`src/rtl/dog_pyramid_stream.sv`:
```
// Difference-of-Gaussian stream stage: NUM_SCALES blurred pixels in,
// NUM_SCALES-1 DoG pixels out (G[k+1]-G[k]), two-stage elastic pipeline
// with signed or magnitude output, saturation flag and frame markers.
module dog_pyramid_stream #(
  parameter int NUM_SCALES = 4,
  parameter int DATA_W     = 9,
  parameter int OUT_W      = 10,
  parameter int ABS_MODE   = 0
) (
  input  logic                              iclk,
  input  logic                              irst,
  input  logic                              in_valid,
  output logic                              in_ready,
  input  logic [NUM_SCALES*DATA_W-1:0]      in_data,
  input  logic                              in_sof,
  input  logic                              in_eol,
  output logic                              out_valid,
  input  logic                              out_ready,
  output logic [(NUM_SCALES-1)*OUT_W-1:0]   out_data,
  output logic                              out_sof,
  output logic                              out_eol,
  output logic                              out_sat,
  output logic [15:0]                       frame_cnt
);

  localparam int NCH  = NUM_SCALES - 1;
  localparam int DW   = DATA_W + 1;
  // Working width holds any difference, its negation and every clamp bound.
  localparam int WIDE = ((OUT_W > DW) ? OUT_W : DW) + 2;

  localparam logic signed [WIDE-1:0] ONE   = WIDE'(1);
  localparam logic signed [WIDE-1:0] S_MAX = (ONE <<< (OUT_W - 1)) - ONE;
  localparam logic signed [WIDE-1:0] S_MIN = -(ONE <<< (OUT_W - 1));
  localparam logic signed [WIDE-1:0] U_MAX = (ONE <<< OUT_W) - ONE;

  // Stage 1: raw signed differences
  logic                    v1_q, v1_d;
  logic [NCH*DW-1:0]       diff_q, diff_d;
  logic                    sof1_q, sof1_d;
  logic                    eol1_q, eol1_d;

  // Stage 2: formatted result
  logic                    v2_q, v2_d;
  logic [NCH*OUT_W-1:0]    data2_q, data2_d;
  logic                    sof2_q, sof2_d;
  logic                    eol2_q, eol2_d;
  logic                    sat2_q, sat2_d;

  logic [15:0]             fcnt_q, fcnt_d;

  logic                    s1_rdy, s2_rdy, in_fire, s1_adv;
  logic [NCH*DW-1:0]       diff_raw;
  logic [NCH*OUT_W-1:0]    fmt_data;
  logic                    fmt_sat;
  logic signed [WIDE-1:0]  fmt_w;

  // Elastic handshake: each stage can load whenever it is empty or draining
  always_comb begin
    s2_rdy  = !v2_q | out_ready;
    s1_rdy  = !v1_q | s2_rdy;
    in_fire = in_valid & s1_rdy;
    s1_adv  = v1_q & s2_rdy;
  end

  // Per-channel difference of adjacent scales, zero-extended to DATA_W+1 bits
  always_comb begin
    diff_raw = '0;
    for (int unsigned k = 0; k < NCH; k++) begin
      diff_raw[k*DW +: DW] = {1'b0, in_data[(k+1)*DATA_W +: DATA_W]}
                           - {1'b0, in_data[k*DATA_W +: DATA_W]};
    end
  end

  // Output formatting: a single clamp path covers both the wide case
  // (bounds never reached, plain sign extension) and the narrow case.
  always_comb begin
    fmt_data = '0;
    fmt_sat  = 1'b0;
    fmt_w    = '0;
    for (int unsigned k = 0; k < NCH; k++) begin
      fmt_w = WIDE'($signed(diff_q[k*DW +: DW]));
      if (ABS_MODE != 0) begin
        if (fmt_w[WIDE-1]) fmt_w = -fmt_w;
        if (fmt_w > U_MAX) begin
          fmt_w   = U_MAX;
          fmt_sat = 1'b1;
        end
      end else begin
        if (fmt_w > S_MAX) begin
          fmt_w   = S_MAX;
          fmt_sat = 1'b1;
        end else if (fmt_w < S_MIN) begin
          fmt_w   = S_MIN;
          fmt_sat = 1'b1;
        end
      end
      fmt_data[k*OUT_W +: OUT_W] = fmt_w[OUT_W-1:0];
    end
  end

  // Next-state for both pipeline stages and the accepted-sof counter
  always_comb begin
    v1_d    = v1_q;
    diff_d  = diff_q;
    sof1_d  = sof1_q;
    eol1_d  = eol1_q;
    v2_d    = v2_q;
    data2_d = data2_q;
    sof2_d  = sof2_q;
    eol2_d  = eol2_q;
    sat2_d  = sat2_q;
    fcnt_d  = fcnt_q;
    if (s1_rdy) v1_d = in_valid;
    if (in_fire) begin
      diff_d = diff_raw;
      sof1_d = in_sof;
      eol1_d = in_eol;
      if (in_sof) fcnt_d = fcnt_q + 16'd1;
    end
    if (s2_rdy) v2_d = v1_q;
    if (s1_adv) begin
      data2_d = fmt_data;
      sof2_d  = sof1_q;
      eol2_d  = eol1_q;
      sat2_d  = fmt_sat;
    end
  end

  // State registers with synchronous reset
  always_ff @(posedge iclk) begin
    if (irst) begin
      v1_q    <= 1'b0;
      diff_q  <= '0;
      sof1_q  <= 1'b0;
      eol1_q  <= 1'b0;
      v2_q    <= 1'b0;
      data2_q <= '0;
      sof2_q  <= 1'b0;
      eol2_q  <= 1'b0;
      sat2_q  <= 1'b0;
      fcnt_q  <= '0;
    end else begin
      v1_q    <= v1_d;
      diff_q  <= diff_d;
      sof1_q  <= sof1_d;
      eol1_q  <= eol1_d;
      v2_q    <= v2_d;
      data2_q <= data2_d;
      sof2_q  <= sof2_d;
      eol2_q  <= eol2_d;
      sat2_q  <= sat2_d;
      fcnt_q  <= fcnt_d;
    end
  end

  // Reset forces ready so upstream never sees a stall while flushing
  assign in_ready  = s1_rdy | irst;
  assign out_valid = v2_q;
  assign out_data  = data2_q;
  assign out_sof   = sof2_q;
  assign out_eol   = eol2_q;
  assign out_sat   = sat2_q;
  assign frame_cnt = fcnt_q;

endmodule

```
`config.mk`:
```
export PLATFORM = sky130hd
export DESIGN_NAME = dog_pyramid_stream
export DESIGN_NICKNAME = d
export VERILOG_FILES = /design/src/rtl/dog_pyramid_stream.sv
export SDC_FILE = /design/constraint.sdc
export NUM_CORES = 1
export LEC_CHECK = 0
export ABC_AREA = 0
export CAP_MARGIN = 20
export CORE_ASPECT_RATIO = 0.6
export CORE_MARGIN = 3
export CORE_UTILIZATION = 35
export DETAILED_ROUTE_END_ITERATION = 8
export DONT_BUFFER_PORTS = 1
export PLACE_DENSITY = 0.58
export SLEW_MARGIN = 20
export SYNTH_ARGS = -nofsm -noshare
export SYNTH_HDL_FRONTEND = slang
export SYNTH_SLANG_ARGS = --single-unit
```
`constraint.sdc`:
```
create_clock -name iclk -period 5.45 [get_ports iclk]
set_input_delay 1.635 -clock iclk [delete_from_list [all_inputs] [get_ports iclk]]
set_output_delay 1.635 -clock iclk [all_outputs]
set_load 0.1 [all_outputs]
```
==> key figures <==
Placement
  • Gpl congestion: 0.8491
  • DP Wirelength: 8.090 mm
  • Port Buf Inserts: 0

STA
  • Final number of setup-violating endpoints: 0
  • RSZ-0062 raised after global routing: no
  • Hold_ws: roughly 0.45 ns
  • Worst slew margin: 25.57%
  • Worst Clk Skew: about 0.0065 ns
  • Maximum clock frequency: between 0.2 and 0.25 GHz
  • Setup TNS: 0 ns
  • Slew @ Worst Pin: between 1 and 1.5 ns
  • Fin. Hold Viols: 0
  • Final min period: between 4 and 5 ns
  • Slew Limit Fails: 0
  • Period utilisation layout: 81.12%

Die
  • Core Area: about 0.012 mm2
  • Die H: 91.75 um
  • Initial Util: 36.86%
  • DIE WIDTH: around 150 um
  • IO Pins: between 90 and 100
  • Row count: 30
  • Die area: roughly 0.014 mm2

Critical path
  • Critical Path Start Type: primary input
  • Worst Path Required: about 3.8 ns
  • CP Capture Type: output port
  • Slowest CP cell: clkinv_1
  • Critical path class: in2out
  • Critical Path Fanout Max: 92
  • CP Cell Sequence: clkinv_1 > nand2b_1 > buf_4
  • Critical path's top delay family: buffers and inverters
  • Number of buffer and inverter stages on the critical path: 2
  • Worst Path Arrival: ~2.8 ns
  • Largest stage delay on the critical path: a little under 0.5 ns

Clocking
  • Clock Latency Late Sink: around 0.33 ns
  • Hold-fix buffers, CTS: 0
  • Clock buffer depth: 2
  • CTS tree: done
  • CTS buffer count: 9
  • Worst-path clk slew: 0.06 ns
  • Root buffer cell: clkbuf_16
  • # clock sinks: 83
  • Setup repair bufs after CTS: 0
  • Post-CTS Resized: 0
  • H-tree Lvls: 3

Logic synthesis
  • #FFs+latches synth: 83
  • Cell area after synthesis: 0.004289 mm2
  • Syn_area_per_cell: 8.108 um2
  • Most used flip-flop cell after synthesis: dfxtp_1
  • Yosys top cell by area: dfxtp_1
  • Post-Synthesis Cells: 529
  • Synth warnings: 0
  • Syn_nets: approximately 600
  • Commonest cells post-synth: 88 x nand2_1, 83 x dfxtp_1, 56 x a21oi_1, 40 x inv_1
  • Asr flop ratio synth: 0%
  • Yosys cell types: 47
  • EDFF count, synth: 0
  • Synth top area cells: dfxtp_1 39%, ha_1 8.2%, nand2_1 7.7%
  • Count leader, synth: nand2_1
  • Register area share after synthesis: 38.74%
  • Yosys top cell area share: 38.74%

Layout
  • Fillers: between 1000 and 1500
  • Layout Nets: 590
  • ANT cells: 0
  • Post-layout util: approximately 41%
  • Share of cells above drive strength 1: roughly 5.6%
  • Area Overhead vs Synth: 9.947%

Routing
  • DRT Pass-1 Iters: 4
  • Detailed-route vias per instance: around 5.2
  • Vias post-DR: 3561
  • WL per Instance: approximately 16 um
  • WL final: between 10 and 15 mm
  • DRT antenna net count: 0
  • First DRT Iteration DRCs: around 180
  • # DRC: 0

Global routing
  • Vias in the first global route: about 3400
  • First-pass GRT wire length: ~18 mm
  • Antenna violations before repair: 0
  • Largest net degree at the start of global routing: 93
  • GR Overflow Total: 0
  • Tot GR Track Use: between 10% and 20%

Pwr
  • Power Density: ~330 mW/mm2
  • Max VDD drop: between 0.0001 and 0.00015 V
  • LEAKAGE: around 0.0018 uW

Run status
  • Status: finished clean

Job
  • Max cap viols: 0

Hold path
  • Hold Path Class: reg2reg
power breakdown:
part | switching, uW | total (uW) | internal, uW
Clock | 242 | 656 | 414
Combinational | 107 | 185 | 78.4
Sequential | 89.0 | 729 | 640
Total | 438 | 1570 | 1130
cell families after synthesis:
logic type / count (synthesis) / synth area share [%]
compound gates: 137 / 18.99
xor+xnor: 20 / 4.084
fa+ha+maj: 31 / 9.568
buf+inv: 68 / 6.651
flops: 83 / 38.74
mux: 2 / 0.4668
simple gates: 188 / 21.50
final cells by class:
type,count,area (um2),share of cell area (%)
Clock inverter,6,86.33,1.831
Multi-Input combinational cell,378,2345,49.72
Inverter,41,153.9,3.263
Tap cell,160,200.2,4.245
Sequential cell,83,1662,35.23
Timing Repair Buffer,4,30.03,0.6368
Clock buffer,10,239.0,5.068
through the flow:
step	instance area (um2)	setup slack [ns]	cells	power, uW
floorplan	4289	1.108	529	896.1
global placement	4388	1.119	666	920.3
detailed placement	4388	1.028	666	926.6
CTS	4713	1.044	682	1593
global route	4716	0.9287	682	1649
finish	4716	1.029	682	1570
state kept, by name (all words and copies together), names as in the netlist:
name / flops
v1_q: 1
out_eol: 1
diff_q: 30
out_sat: 1
eol1_q: 1
out_sof: 1
frame_cnt: 16
out_data: 30
out_valid: 1
sof1_q: 1
tightest hold or removal path: stages (launching register included):
cell and delay, ns:
dfxtp_1 0.31, nand2_1 0.05, a21oi_1 0.05
placed cells by master, fill, tap and decap left out, types with 3 or more instances in the layout:
cell / instances
nor2_1: 31
buf_4: 4
dfxtp_1: 83
a211oi_1: 15
xor2_1: 3
xnor2_1: 17
nand2b_1: 6
a21o_1: 4
or3_1: 10
nor2b_1: 3
nand3_1: 12
o211ai_1: 7
nor3_1: 10
ha_1: 28
inv_1: 40
a21oi_1: 56
nor4b_1: 12
o21ai_0: 31
nand4_1: 3
a31oi_1: 7
o31a_1: 3
clkbuf_16: 9
fa_1: 3
o21a_1: 4
nand2_1: 87
metal layers:
metal / track usage, % / wire (um) / vias to the layer above
met4: 3.656 / 94 / 0
met1: 22.25 / 5274 / 1665
met3: 5.630 / 812 / 10
met5: 0 / 0 / -
met2: 24.37 / 4801 / 78
li1: - / - / 1808
final timing paths:
path,from,endpoint,slack (ns),depth (start not counted)
setup / recovery,irst,in_ready,1.03,3
hold / removal,sof1_q$_SDFFE_PP0N_,out_sof$_SDFFE_PP0P_,0.45,2
setup reg to reg,out_valid$_SDFFE_PP0P_,diff_q[29]$_SDFFE_PP0N_,3.05,6
hold reg to reg,sof1_q$_SDFFE_PP0N_,out_sof$_SDFFE_PP0P_,0.45,2
Note: power is estimated with default switching activity, not from simulation.
